$ cat src/rtl/command_decoder.sv
// Host-link command decoder: single-byte control/status commands and
// three-byte move commands (header, source square, destination square).
module command_decoder #(
    parameter logic [23:0] TIMEOUT = 24'd1000000
) (
    input  logic       clk,
    input  logic       reset,
    input  logic [7:0] rx_data,
    input  logic       rx_valid,
    input  logic       move_ack,
    output logic       move_req,
    output logic [3:0] src_x,
    output logic [3:0] src_y,
    output logic [3:0] dst_x,
    output logic [3:0] dst_y,
    output logic       capture,
    output logic       offset,
    output logic       scan_req,
    output logic       board_reset_req,
    output logic       game_over,
    output logic [5:0] led_status,
    output logic       protocol_error
);

    typedef enum logic [1:0] {IDLE, GET_SRC, GET_DST} state_t;

    state_t      state_q, state_d;
    logic [23:0] cnt_q, cnt_d;
    logic        move_req_q, move_req_d;
    logic [3:0]  src_x_q, src_x_d, src_y_q, src_y_d;
    logic [3:0]  dst_x_q, dst_x_d, dst_y_q, dst_y_d;
    logic        capture_q, capture_d, offset_q, offset_d;
    logic        scan_q, scan_d, brd_q, brd_d, over_q, over_d, err_q, err_d;
    logic [5:0]  led_q, led_d;
    // Shadow copies of the move being collected; published only when move_req rises.
    logic [3:0]  sh_sx_q, sh_sx_d, sh_sy_q, sh_sy_d;
    logic        sh_cap_q, sh_cap_d, sh_off_q, sh_off_d;

    logic hdr_accept;
    logic timeout_hit;
    logic coord_ok;

    assign hdr_accept  = (state_q == IDLE) && rx_valid && (rx_data[7:6] == 2'b01)
                         && (!move_req_q || move_ack);
    assign timeout_hit = (state_q != IDLE) && !rx_valid && (cnt_q == TIMEOUT - 24'd1);
    assign coord_ok    = (rx_data[7:4] <= 4'd9) && (rx_data[3:0] <= 4'd9);

    always_ff @(posedge clk or posedge reset) begin
        if (reset) state_q <= IDLE;
        else       state_q <= state_d;
    end

    always_comb begin
        state_d = state_q;
        unique case (state_q)
            IDLE:    if (hdr_accept) state_d = GET_SRC;
            GET_SRC: begin
                if (rx_valid)         state_d = coord_ok ? GET_DST : IDLE;
                else if (timeout_hit) state_d = IDLE;
            end
            GET_DST: if (rx_valid || timeout_hit) state_d = IDLE;
            default: state_d = IDLE;
        endcase
    end

    always_comb begin
        cnt_d      = cnt_q;
        move_req_d = move_req_q;
        src_x_d    = src_x_q;
        src_y_d    = src_y_q;
        dst_x_d    = dst_x_q;
        dst_y_d    = dst_y_q;
        capture_d  = capture_q;
        offset_d   = offset_q;
        led_d      = led_q;
        sh_sx_d    = sh_sx_q;
        sh_sy_d    = sh_sy_q;
        sh_cap_d   = sh_cap_q;
        sh_off_d   = sh_off_q;
        scan_d     = 1'b0;
        brd_d      = 1'b0;
        over_d     = 1'b0;
        err_d      = 1'b0;

        if (state_d == IDLE)                  cnt_d = '0;
        else if (state_q == IDLE || rx_valid) cnt_d = '0;
        else                                  cnt_d = cnt_q + 24'd1;

        if (move_req_q && move_ack) move_req_d = 1'b0;

        unique case (state_q)
            IDLE: begin
                if (rx_valid) begin
                    unique case (rx_data[7:6])
                        2'b00: begin
                            unique case (rx_data[5:0])
                                6'b000001: scan_d = 1'b1;
                                6'b000010: brd_d  = 1'b1;
                                6'b000100: over_d = 1'b1;
                                default:   err_d  = 1'b1;
                            endcase
                        end
                        2'b01: begin
                            if (hdr_accept) begin
                                sh_cap_d = rx_data[0];
                                sh_off_d = rx_data[1];
                            end else begin
                                err_d = 1'b1;
                            end
                        end
                        2'b10:   led_d = rx_data[5:0];
                        default: err_d = 1'b1;
                    endcase
                end
            end
            GET_SRC: begin
                if (rx_valid) begin
                    if (coord_ok) begin
                        sh_sx_d = rx_data[7:4];
                        sh_sy_d = rx_data[3:0];
                    end else begin
                        err_d = 1'b1;
                    end
                end else if (timeout_hit) begin
                    err_d = 1'b1;
                end
            end
            GET_DST: begin
                if (rx_valid) begin
                    if (coord_ok) begin
                        src_x_d    = sh_sx_q;
                        src_y_d    = sh_sy_q;
                        dst_x_d    = rx_data[7:4];
                        dst_y_d    = rx_data[3:0];
                        capture_d  = sh_cap_q;
                        offset_d   = sh_off_q;
                        move_req_d = 1'b1;
                    end else begin
                        err_d = 1'b1;
                    end
                end else if (timeout_hit) begin
                    err_d = 1'b1;
                end
            end
            default: ;
        endcase
    end

    always_ff @(posedge clk or posedge reset) begin
        if (reset) begin
            cnt_q      <= '0;
            move_req_q <= 1'b0;
            src_x_q    <= '0;
            src_y_q    <= '0;
            dst_x_q    <= '0;
            dst_y_q    <= '0;
            capture_q  <= 1'b0;
            offset_q   <= 1'b0;
            led_q      <= '0;
            sh_sx_q    <= '0;
            sh_sy_q    <= '0;
            sh_cap_q   <= 1'b0;
            sh_off_q   <= 1'b0;
            scan_q     <= 1'b0;
            brd_q      <= 1'b0;
            over_q     <= 1'b0;
            err_q      <= 1'b0;
        end else begin
            cnt_q      <= cnt_d;
            move_req_q <= move_req_d;
            src_x_q    <= src_x_d;
            src_y_q    <= src_y_d;
            dst_x_q    <= dst_x_d;
            dst_y_q    <= dst_y_d;
            capture_q  <= capture_d;
            offset_q   <= offset_d;
            led_q      <= led_d;
            sh_sx_q    <= sh_sx_d;
            sh_sy_q    <= sh_sy_d;
            sh_cap_q   <= sh_cap_d;
            sh_off_q   <= sh_off_d;
            scan_q     <= scan_d;
            brd_q      <= brd_d;
            over_q     <= over_d;
            err_q      <= err_d;
        end
    end

    assign move_req        = move_req_q;
    assign src_x           = src_x_q;
    assign src_y           = src_y_q;
    assign dst_x           = dst_x_q;
    assign dst_y           = dst_y_q;
    assign capture         = capture_q;
    assign offset          = offset_q;
    assign led_status      = led_q;
    assign scan_req        = scan_q;
    assign board_reset_req = brd_q;
    assign game_over       = over_q;
    assign protocol_error  = err_q;

endmodule

$ cat config.mk
export PLATFORM = sky130hd
export DESIGN_NAME = command_decoder
export DESIGN_NICKNAME = d
export VERILOG_FILES = /design/src/rtl/command_decoder.sv
export SDC_FILE = /design/constraint.sdc
export NUM_CORES = 1
export LEC_CHECK = 0
export CORE_ASPECT_RATIO = 0.9
export CORE_MARGIN = 10
export CORE_UTILIZATION = 37
export CTS_CLUSTER_DIAMETER = 100
export DETAILED_ROUTE_END_ITERATION = 7
export PLACE_DENSITY = 0.57
export SLEW_MARGIN = 40
export SYNTH_ARGS = -nofsm -noshare
export SYNTH_HDL_FRONTEND = slang
export SYNTH_SLANG_ARGS = --single-unit
$ cat constraint.sdc
create_clock -name clk -period 2 [get_ports clk]
set_input_delay 0.4 -clock clk [delete_from_list [all_inputs] [get_ports clk]]
set_output_delay 0.4 -clock clk [all_outputs]
set_load 0.01 [all_outputs]
==> flow_summary.ini <==
[yosys]
synthArstFlopShare_pct = 100.0
synth-edff-count = 0
synth.distinct_cells = 39
ys_seq_area_share_pct = 54.26
synthFlopType = dfrtp_1
synthCells = 255
synthesis.nets = 272
syn-cell-area_mm2 = 0.002998
yosysWarningCount = 0
ys_seq_elements = 65
syn_area_per_cell_um2 = 11.76

[critical_path]
r2r_slack_ps = -90
r2r_cells = 7
critical_path_required_ps = 2220
critPathMaxFanout = 24
critical_path_class = reg2reg
worst_r2r_endpoint = cnt_q[2]
start_kind = flop
reg2reg_from = state_q[1]
critPathArrivalTime_ps = 2310
end_kind = flop

[routing]
drtAntennaViolNets = 0
first_pass_iters = 4
num_vias = 2260
routed_wl_um = 6909
dr.first_iter.drc_count = 92
drc_errors = 0
routedWlPerCell_um = 15.74
vias_per_cell = 5.148

[pwr]
sw_frac_of_total_pct = 28.90
p_sw_mw = 1.227
vdd_drop_max_v = 0.0003828
p_seq_share_pct = 42.5
clkPwrFrac_pct = 26.1
cell_internal_pwr_mw = 3.019
p_leak_nw = 1.700
power_density_mw_per_mm2 = 1056
combPwrFrac_pct = 31.4

[clocking]
cts_tree = yes
holdBufCountCts = 0
h-tree-depth = 3
clkTransAtPathRegs_ps = 70
cts-root-buf = clkbuf_8
cts_buffers = 9
clock_latency_ps = 340
cts_sinks = 65
clock_path_buffers = 2

[sta]
clock.fmax_mhz = 479.6
postLayoutSetupSlackWorst_ps = -85.14
slew_violations = 0
period_minus_slack_ps = 2085
finalSetupViolCount = 26
fin_worst_skew_ps = 10.27
worst_pin_slew_ps = 344.8
rsz0062_at_grt = true
fin_crit_sh_pct = 104.3
max_slew_margin_pct = 77.01
hold_viol_final = 0

[outcome]
violations = setup timing
run_status = complete, but fails checks

[grt]
grt_pass1_wl_um = 11990
grt_overflow_total = 0
gr-usage-all-layers_pct = 12.18
antenna_found_initial = 0
grt_pass1_vias = 2395
grt_max_degree = 66

[place]
place_ws_ps = -442.5
dp_cells = 424
dp_hpwl_um = 4971
gp_congestion = 0.8102
io_buffers = 40

[run]
drv_cap = 0

[cells_and_area]
diodes = 0
finalNonFillerCells = 439
area_growth_pct = 34.10
fin_nets = 353
final_layout_size_suffix_gt1_share_pct = 29.71

[die]
rows = 31
start_util_pct = 37.52
io_pins = 41
die_w_um = 114.9
die_area_mm2 = 0.01211
die_h_um = 105.4
coreArea_mm2 = 0.007990

[hold_path]
hold_class = in2async
==> cells by family after synthesis <==
kind of cell	synth area share (%)
flops	54.26
buf+inv	2.963
simple gates	16.44
compound gates	7.972
mux	12.77
xor+xnor	3.506
fa+ha+maj	2.087
==> critical path, stage by stage, from the launching register on <==
cell,delay (ps)
dfrtp_1,370
inv_2,60
ha_4,160
or4b_1,460
or4_4,450
o2111ai_4,220
buf_12,200
nor2_1,60
==> routing by layer <==
layer / routed length [um] / global-route usage (%)
met5: 0 / 0
met4: 76 / 4.505
met3: 395 / 4.082
met2: 3131 / 18.25
met1: 3306 / 15.93
==> flip-flops by register name, indices dropped and copies added (netlist names), 2 cells and up <==
register and flops:
src_y 4, cnt_q 24, dst_y 4, state_q 2, sh_sy_q 4, src_x 4, dst_x 4, sh_sx_q 4
led_status 6
==> repair_timing <==
| item | in CTS | in global routing |
|---|---|---|
| buffers inserted | 0 | 0 |
| pin swaps | 2 | 0 |
| hold endpoints to repair | 0 | 0 |
| setup endpoints to repair | 27 | 27 |
| gates resized for setup | 2 | 1 |
==> through the flow <==
| step | power (mW) | cell area [um^2] | setup TNS [ps] | util [%] | hold slack (ps) |
|---|---|---|---|---|---|
| after floorplan | 2.452 | 3014 | -2273 | - | 475.0 |
| after global placement | 3.155 | 3822 | -14250 | 47.84 | 482.9 |
| after detailed placement | 3.184 | 3822 | -14660 | 47.84 | 490.1 |
| after CTS | 4.309 | 4016 | -2474 | 50.27 | 503.3 |
| after global routing | 4.504 | 4020 | -4120 | 50.31 | 519.5 |
| final | 4.245 | 4020 | -1881 | 50.31 | 496.4 |
==> power groups by stage <==
stage	Sequential, mW	Combinational (mW)	Clock (mW)
6_report	1.80	1.33	1.11
4_1_cts	1.81	1.36	1.14
3_3_place_gp	1.82	1.33	0
2_1_floorplan	1.92	0.536	0
5_1_grt	1.85	1.46	1.20
3_5_place_dp	1.83	1.35	0
==> area by class of cell <==
cell class | count | area (um^2)
Clock buffer | 9 | 123.9
Sequential cell | 65 | 1627
Timing Repair Buffer | 79 | 743.2
Clock inverter | 6 | 70.07
Tap cell | 99 | 123.9
Fill cell | 749 | 3970
Multi-Input combinational cell | 173 | 1299
Inverter | 8 | 33.78
==> cells in the mapped netlist (2+ instances only) <==
master    count  area [um^2]
ha_1          5        62.56
or4_1         7        52.55
mux2_2       34        382.9
xnor2_1       6        52.55
nand3_1      12        60.06
inv_1         8        30.03
clkbuf_1      3        11.26
o21ai_0      12        60.06
nand2_1       9        33.78
a21oi_1      12        60.06
nand2b_1      3        18.77
and3_1        2        12.51
dfrtp_1      65         1627
and4_1        2        17.52
xor2_1        6        52.55
nor3_1        3        15.01
buf_2         2        10.01
o31ai_1       4        30.03
buf_6         3        33.78
nor2_1       19        71.32
nand4_1       7        43.79
or4_4         3        33.78
nor4b_1       3        26.28
or3_1         9        56.30
o211ai_1      2        15.01
==> cell usage in the layout, fill, tap and decap left out, types with 9 or more instances in the layout <==
master and count:
o21ai_0 11, clkdlybuf4s50_1 40, buf_4 35, a21oi_1 11
clkbuf_8 9, or3_1 9, dfrtp_1 65, mux2_2 34
nand2_1 9, nor2_1 19, nand3_1 12
==> worst max-delay path by stage <==
stage	slack (ps)	from	endpoint	depth (start not counted)
4_1_cts	-110	state_q[1]	cnt_q[20]	7
5_1_grt	-180	state_q[0]	cnt_q[20]	7
3_3_place_gp	-410	rx_valid	cnt_q[18]	6
2_1_floorplan	-120	state_q[1]	cnt_q[18]	7
3_5_place_dp	-440	rx_valid	cnt_q[20]	6
6_report	-90	state_q[1]	cnt_q[2]	7
(Power assumes the default switching activity.)
